**config.mk**
```make
export PLATFORM = sky130hd
export DESIGN_NAME = change_dispenser
export DESIGN_NICKNAME = d
export VERILOG_FILES = /design/src/rtl/change_dispenser.sv
export SDC_FILE = /design/constraint.sdc
export NUM_CORES = 1
export LEC_CHECK = 0
export CORE_UTILIZATION = 52
export DETAILED_ROUTE_END_ITERATION = 8
export PLACE_DENSITY = 0.78
export SLEW_MARGIN = 20
export SYNTH_ARGS = -nofsm -noshare
export SYNTH_HDL_FRONTEND = slang
export SYNTH_SLANG_ARGS = --single-unit
```
**constraint.sdc**
```tcl
create_clock -name clk -period 2.1 [get_ports clk]
set_input_delay 0.42 -clock clk [delete_from_list [all_inputs] [get_ports clk]]
set_output_delay 0.42 -clock clk [all_outputs]
set_load 0.02 [all_outputs]
```
**src/rtl/change_dispenser.sv**
```systemverilog
// change_dispenser: vend sequencer pulsing the soda motor and nickel ejector, counting confirmed coins.
// Optional COIN_WAIT timeout enabled by defining CHANGE_DISPENSER_TIMEOUT_EN.
module change_dispenser #(
  parameter int unsigned PULSE_CYCLES   = 4,
  parameter int unsigned TIMEOUT_CYCLES = 64
) (
  input  logic       clk,
  input  logic       reset,
  input  logic       req_valid,
  output logic       req_ready,
  input  logic       req_soda,
  input  logic [2:0] req_change,
  output logic       soda_motor,
  output logic       coin_eject,
  input  logic       coin_sensed,
  output logic       done,
  output logic       fault,
  input  logic       fault_clr,
  output logic [7:0] paid_count
);

  localparam int unsigned PW = 4;
  localparam int unsigned CW = 3;
  localparam logic [PW-1:0] PULSE_LAST = PW'(PULSE_CYCLES - 1);
  localparam logic [CW-1:0] MAX_CHANGE = CW'(4);

  if (PULSE_CYCLES < 1 || PULSE_CYCLES > 15 || TIMEOUT_CYCLES < 1 || TIMEOUT_CYCLES > 255) begin : g_bad_params
    $error("change_dispenser: PULSE_CYCLES or TIMEOUT_CYCLES out of range");
  end

  typedef enum logic [2:0] {IDLE, VEND, COIN_PULSE, COIN_WAIT, DONE, FAULT} state_t;

  state_t        state;
  logic [CW-1:0] remaining;
  logic [PW-1:0] pulse_cnt;
`ifdef CHANGE_DISPENSER_TIMEOUT_EN
  localparam int unsigned TW = 8;
  localparam logic [TW-1:0] TIMEOUT_LAST = TW'(TIMEOUT_CYCLES - 1);
  logic [TW-1:0] timeout_cnt;
`endif

  // Single registered FSM; every output is a flop so no input reaches an output combinationally.
  always_ff @(posedge clk or posedge reset) begin
    if (reset) begin
      state      <= IDLE;
      req_ready  <= 1'b1;
      soda_motor <= 1'b0;
      coin_eject <= 1'b0;
      done       <= 1'b0;
      fault      <= 1'b0;
      paid_count <= '0;
      remaining  <= '0;
      pulse_cnt  <= '0;
`ifdef CHANGE_DISPENSER_TIMEOUT_EN
      timeout_cnt <= '0;
`endif
    end else begin
      done <= 1'b0;
      case (state)
        IDLE: begin
          if (req_valid && req_ready) begin
            if (req_change > MAX_CHANGE) begin
              state     <= FAULT;
              fault     <= 1'b1;
              req_ready <= 1'b0;
            end else if (req_soda) begin
              state      <= VEND;
              soda_motor <= 1'b1;
              pulse_cnt  <= '0;
              remaining  <= req_change;
              req_ready  <= 1'b0;
            end else if (req_change != '0) begin
              state      <= COIN_PULSE;
              coin_eject <= 1'b1;
              pulse_cnt  <= '0;
              remaining  <= req_change;
              req_ready  <= 1'b0;
            end
          end
        end
        VEND: begin
          if (pulse_cnt == PULSE_LAST) begin
            soda_motor <= 1'b0;
            if (remaining != '0) begin
              state      <= COIN_PULSE;
              coin_eject <= 1'b1;
              pulse_cnt  <= '0;
            end else begin
              state <= DONE;
              done  <= 1'b1;
            end
          end else begin
            pulse_cnt <= pulse_cnt + PW'(1);
          end
        end
        COIN_PULSE: begin
          if (pulse_cnt == PULSE_LAST) begin
            coin_eject <= 1'b0;
            state      <= COIN_WAIT;
            pulse_cnt  <= '0;
`ifdef CHANGE_DISPENSER_TIMEOUT_EN
            timeout_cnt <= '0;
`endif
          end else begin
            pulse_cnt <= pulse_cnt + PW'(1);
          end
        end
        COIN_WAIT: begin
          if (coin_sensed) begin
            remaining <= remaining - CW'(1);
            if (paid_count != 8'hFF) paid_count <= paid_count + 8'd1;
            if (remaining != CW'(1)) begin
              state      <= COIN_PULSE;
              coin_eject <= 1'b1;
              pulse_cnt  <= '0;
            end else begin
              state <= DONE;
              done  <= 1'b1;
            end
          end
`ifdef CHANGE_DISPENSER_TIMEOUT_EN
          else if (timeout_cnt == TIMEOUT_LAST) begin
            state     <= FAULT;
            fault     <= 1'b1;
            remaining <= '0;
          end else begin
            timeout_cnt <= timeout_cnt + TW'(1);
          end
`endif
        end
        DONE: begin
          state     <= IDLE;
          req_ready <= 1'b1;
        end
        FAULT: begin
          soda_motor <= 1'b0;
          coin_eject <= 1'b0;
          remaining  <= '0;
          if (fault_clr) begin
            state     <= IDLE;
            fault     <= 1'b0;
            req_ready <= 1'b1;
          end
        end
        default: begin
          state      <= IDLE;
          req_ready  <= 1'b1;
          soda_motor <= 1'b0;
          coin_eject <= 1'b0;
          fault      <= 1'b0;
          remaining  <= '0;
        end
      endcase
    end
  end

endmodule

```
Yosys cells after proc, flatten, opt, wreduce, memory -nomap -nowiden
Cells that the tools add are included.
{ "classes": {"order_cmp": 1, "n_eq_ne": 23, "n_bitwise": 5, "add_sub_neg": 3, "muxes": 56, "reduce_logical": 17} }
{ "ops": {"columns": ["operator", "count"], "rows": [
  ["two-way mux 3 bit", 15],
  ["two-way mux 4 bit", 9],
  ["two-way mux 1 bit", 24],
  ["!= test 2 bit (second input constant)", 12],
  ["one-hot mux 4 bit (4 select lines)", 1],
  ["one-hot mux 3 bit (5 select lines)", 1],
  ["AND reduction 10 bit", 1],
  ["AND reduction 5 bit", 2],
  ["one-hot mux 1 bit (3 select lines)", 3],
  ["one-hot mux 3 bit (3 select lines)", 1],
  ["OR reduction 3 bit", 3],
  ["adder 8 x 1 -> 8 bit (second input constant)", 1],
  ["!= test 8 bit (second input constant)", 1],
  ["AND reduction 4 bit", 2],
  ["AND reduction 7 bit", 1],
  ["== test 3 x 2 -> 1 bit (second input constant)", 2],
  ["== test 3 bit (second input constant)", 2],
  ["!= test 3 bit (second input constant)", 2],
  ["AND reduction 6 bit", 1],
  ["nonzero test 3 bit", 2],
  ["NOT 1 bit", 5],
  ["one-hot mux 1 bit (5 select lines)", 1],
  ["adder 4 x 1 -> 4 bit (second input constant)", 1],
  ["== test 4 x 2 -> 1 bit (second input constant)", 1],
  ["11 further kinds", 11]
]} }
{ "totals": {"output_inout_bits": 13, "in_bits": 9, "word_cells": 114, "reg_bits": 23} }

Depth between registers and ports, before layout
{ "depth": {"depth_word": 6, "depth_mapped": 7, "depth_no_buf": 7} }

Least setup slack after synthesis
OpenSTA, ideal clock, no wires.
{ "synth_path": {"kind": "reg-to-reg", "from": "reg req_ready", "to": "reg pulse_cnt[2]", "t_required_ns": 1.974, "t_arrival_ns": 1.725, "synth_period_minus_slack_ns": 1.851, "setup_time_ns": 0.126, "stages_incl_launch_ff": 5, "setup_slack_ns": 0.249, "cell_sequence": "dfstp_2 -> a211o_2 -> a21oi_2 -> or4b_4 -> a221o_1"} }
{ "synth_via": {"elab_chain_len": 3} }
{ "synth_lines": {"columns": ["element", "line", "source"], "rows": [
  ["start: declaration", "10", "output logic req_ready,"],
  ["start signal: assignment", "46", "req_ready <= 1'b1;"],
  ["start signal: assignment", "65", "req_ready <= 1'b0;"],
  ["start signal: assignment", "71", "req_ready <= 1'b0;"],
  ["logical AND 1 bit", "61", "if (req_valid && req_ready) begin"],
  ["!= test 2 bit (no source line)", null, null],
  ["AND reduction 7 bit (no source line)", null, null],
  ["end signal: assignment", "93", "pulse_cnt <= pulse_cnt + PW'(1);"],
  ["end signal: assignment", "105", "pulse_cnt <= pulse_cnt + PW'(1);"],
  ["end: declaration", "35", "logic [PW-1:0] pulse_cnt;"]
]} }
Every way passes these cells.
A chain may end at the register's enable or synchronous reset.

Final worst setup path
{ "layout_path": {"from": "reg state[1]", "to": "reg pulse_cnt[2]"} }
{ "layout_via": {"elab_chain_len": 3, "elab_cells_between_ends": 13, "cone_classes": "9 x eq/ne; 1 x mux; 3 x reduce/logical"} }
{ "layout_lines": {"columns": ["element", "line", "source"], "rows": [
  ["start: declaration", "33", "state_t state;"],
  ["start signal: assignment", "45", "state <= IDLE;"],
  ["start signal: assignment", "63", "state <= FAULT;"],
  ["start signal: assignment", "67", "state <= VEND;"],
  ["== test 3 x 1 -> 1 bit (tied with other cells)", "59", "case (state)"],
  ["!= test 3 bit (no source line) (tied with other cells)", null, null],
  ["AND reduction 7 bit (no source line)", null, null]
]} }
Several ways; a longest one is shown, not always the timed one.

==> impl_metrics.yaml <==
status:
  status: "complete, no violations"
critical_path:
  cp_slowest_cell: "dfrtp_1"
  path_depth: 4
  cp_slowest_stage_delay_ps: 670
  start_kind: "flip-flop"
  worstPathArrival_ps: 2190
  crit_buf_inv: 0
  crit_required_ps: 2320
  cp-end-kind: "flip-flop"
  r2r.worst_path.cells: 4
  crit_chain: "or2_2 > a21oi_1 > or4b_4 > a221o_1"
  path_delay_family: "simple AND/OR/NAND/NOR gates"
  crit_type: "flip-flop to flip-flop"
  path_max_fanout: 13
synthesis:
  syn_area_per_cell_sq_um: 10.0
  synthFlopType: "dfrtp_1"
  synth_largest_area_cell: "dfrtp_1"
  synthArstFlopShare: 1.00
  synth_edf_count: 0
  synthCells: 135
  syn_nets: 149
  synth.distinct_cells: 50
  synth_seq_cells: 23
  synth_area_sq_mm: 0.00135
  yosys-top-cells-area: "dfrtp_1 (41%), xnor2_1 (5.2%), ha_1 (4.6%)"
  yosys_warnings: 0
  synth_top_area_share: 0.407
  ys_seq_area_frac: 0.427
floorplanning:
  initial_core_util: 0.550
  core.rowCount: 18
  die_w_um: 53.0
  dieArea_sq_mm: 0.00281
  die_h_um: 53.0
  core_sq_mm: 0.00245
  num_io_pins: 22
layout:
  multiInputGateArea_sq_um: 714
  filler_cell_count: 199
  finalNonFillerCells: 203
  final_common_cell: "dfrtp_1"
  syn2layout_area_growth_pct: 28.1
  seq_area_sq_um: 577
  drive_gt1_frac: 0.191
  num-nets-final: 188
  final_cell_mix: "dfrtp_1 (22), clkdlybuf4s50_1 (21), buf_4 (18)"
  n_antenna_cell: 0
clocking:
  cts_setup_buffers: 0
  cts.path.max_buffers: 2
  path_clk_slew_ps: 130
  cts-hold-fix-buffers: 0
  clk_latency_ps: 320
  cts-resized-gates: 0
  clock_sinks: 23
  cts_root_buffer: "clkbuf_4"
  numCtsBuffers: 3
  cts_tree: "done"
  h-tree-depth: 1
power_and_ir_drop:
  ir_worst_vdd_uv: 898
  p_leak_nw: 0.758
  power_density_mw_per_mm2: 1390
sta:
  setup_violations: 0
  slew_headroom: 0.666
  setup_ws_ps: 129
  hold_viol_final: 0
  final.min_clock_period_ps: 1970
  worst_pin_slew_ps: 493
  min_period_over_period: 0.939
  hold_ws_ps: 331
  fin_skew_ps: 6.18
  max_freq_mhz: 507
  maxSlewViolCount: 0
  rsz0062_at_grt: "false"
routing:
  via_per_inst: 5.95
  vias: 1208
  drt_iter0_markers: 42
  antenna_left: 0
  remaining_drc_errors: 0
  drt-pass1-iter-count: 4
  wl_per_cell_um: 14.8
  wl_mm: 3.01
global_route:
  grt_pass1_wl_mm: 4.94
  grt_max_degree: 16
  grtUsageTotal: 0.247
  grt_antenna_before_repair: 0
  overflow: 0
  grt_pass1_vias: 1160
flow_run:
  maxCapViolations: 0
place:
  dpl.hpwl_mm: 2.33
  dp_slack_ps: -158
  gp_congestion: 0.942
  port_buffers: 21
  dpl.cell_count: 199
worst_hold_path:
  hold_path_class: "input port to asynchronous set/reset pin"
## report_power, final
part           switching, mW  internal (mW)
Sequential             0.200          0.601
Clock                  0.141         0.0714
Combinational          0.663          0.727
## stage by stage
step | setup TNS (ps) | instance area, sq um | utilization | total power [mW]
after global routing | 0 | 1730 | 0.705 | 2.58
after detailed placement | -778 | 1700 | 0.694 | 2.20
final | 0 | 1730 | 0.705 | 2.40
after global placement | -455 | 1700 | 0.694 | 2.14
after floorplan | 0 | 1350 | - | 1.66
after CTS | 0 | 1730 | 0.705 | 2.41
## state kept, by name (all words and copies together) (netlist names)
name	count
req_ready	1
fault	1
state	3
soda_motor	1
coin_eject	1
remaining	3
done	1
paid_count	8
pulse_cnt	4
## cell families (layout without fill, tap and decap cells)
logic type	after synthesis	in the layout	share of synthesized area
simple gates	46	46	0.199
compound gates	33	33	0.177
flops	23	23	0.427
buf+inv	13	51	0.0444
xor+xnor	9	9	0.0583
mux	6	6	0.0481
fa+ha+maj	5	5	0.0463
## final timing paths
path / start / to / slack, ps
worst max-delay path: state[1]$_DFFE_PP0P_ / pulse_cnt[2]$_DFFE_PP0P_ / 130
worst min-delay path: reset / soda_motor$_DFFE_PP0P_ / 330
worst max register to register: state[1]$_DFFE_PP0P_ / pulse_cnt[2]$_DFFE_PP0P_ / 130
worst min register to register: paid_count[5]$_DFFE_PP0P_ / paid_count[5]$_DFFE_PP0P_ / 500
max in group asynchronous: reset / paid_count[6]$_DFFE_PP0P_ / 1270
min in group clk: paid_count[5]$_DFFE_PP0P_ / paid_count[5]$_DFFE_PP0P_ / 500
## cells in the mapped netlist (2+ instances only)
library cell	count
a21o_1	2
nor4_1	3
ha_1	5
mux2i_1	2
inv_1	8
o21ai_0	9
a22o_1	3
buf_4	2
nor3_1	3
buf_2	3
nand4b_1	2
a21oi_1	3
nand2_1	12
dfrtp_1	22
xnor2_1	8
nor2_1	3
mux2_2	4
nand3_1	8
nand3b_1	2
## layer usage
layer | global-route usage | up-vias | part of all wire
met4 | 0.118 | 0 | 0.017
met1 | 0.309 | 587 | 0.45
li1 | - | 580 | -
met2 | 0.409 | 35 | 0.49
met5 | 0 | - | 0
met3 | 0.0431 | 6 | 0.048
## cell type report
type	instances	area share
Clock buffer	3	0.0130
Timing Repair Buffer	39	0.199
Multi-Input combinational cell	99	0.413
Inverter	8	0.0173
Clock inverter	1	0.00289
Sequential cell	23	0.333
Tap cell	30	0.0217
Note: power is estimated with default switching activity, not from simulation.
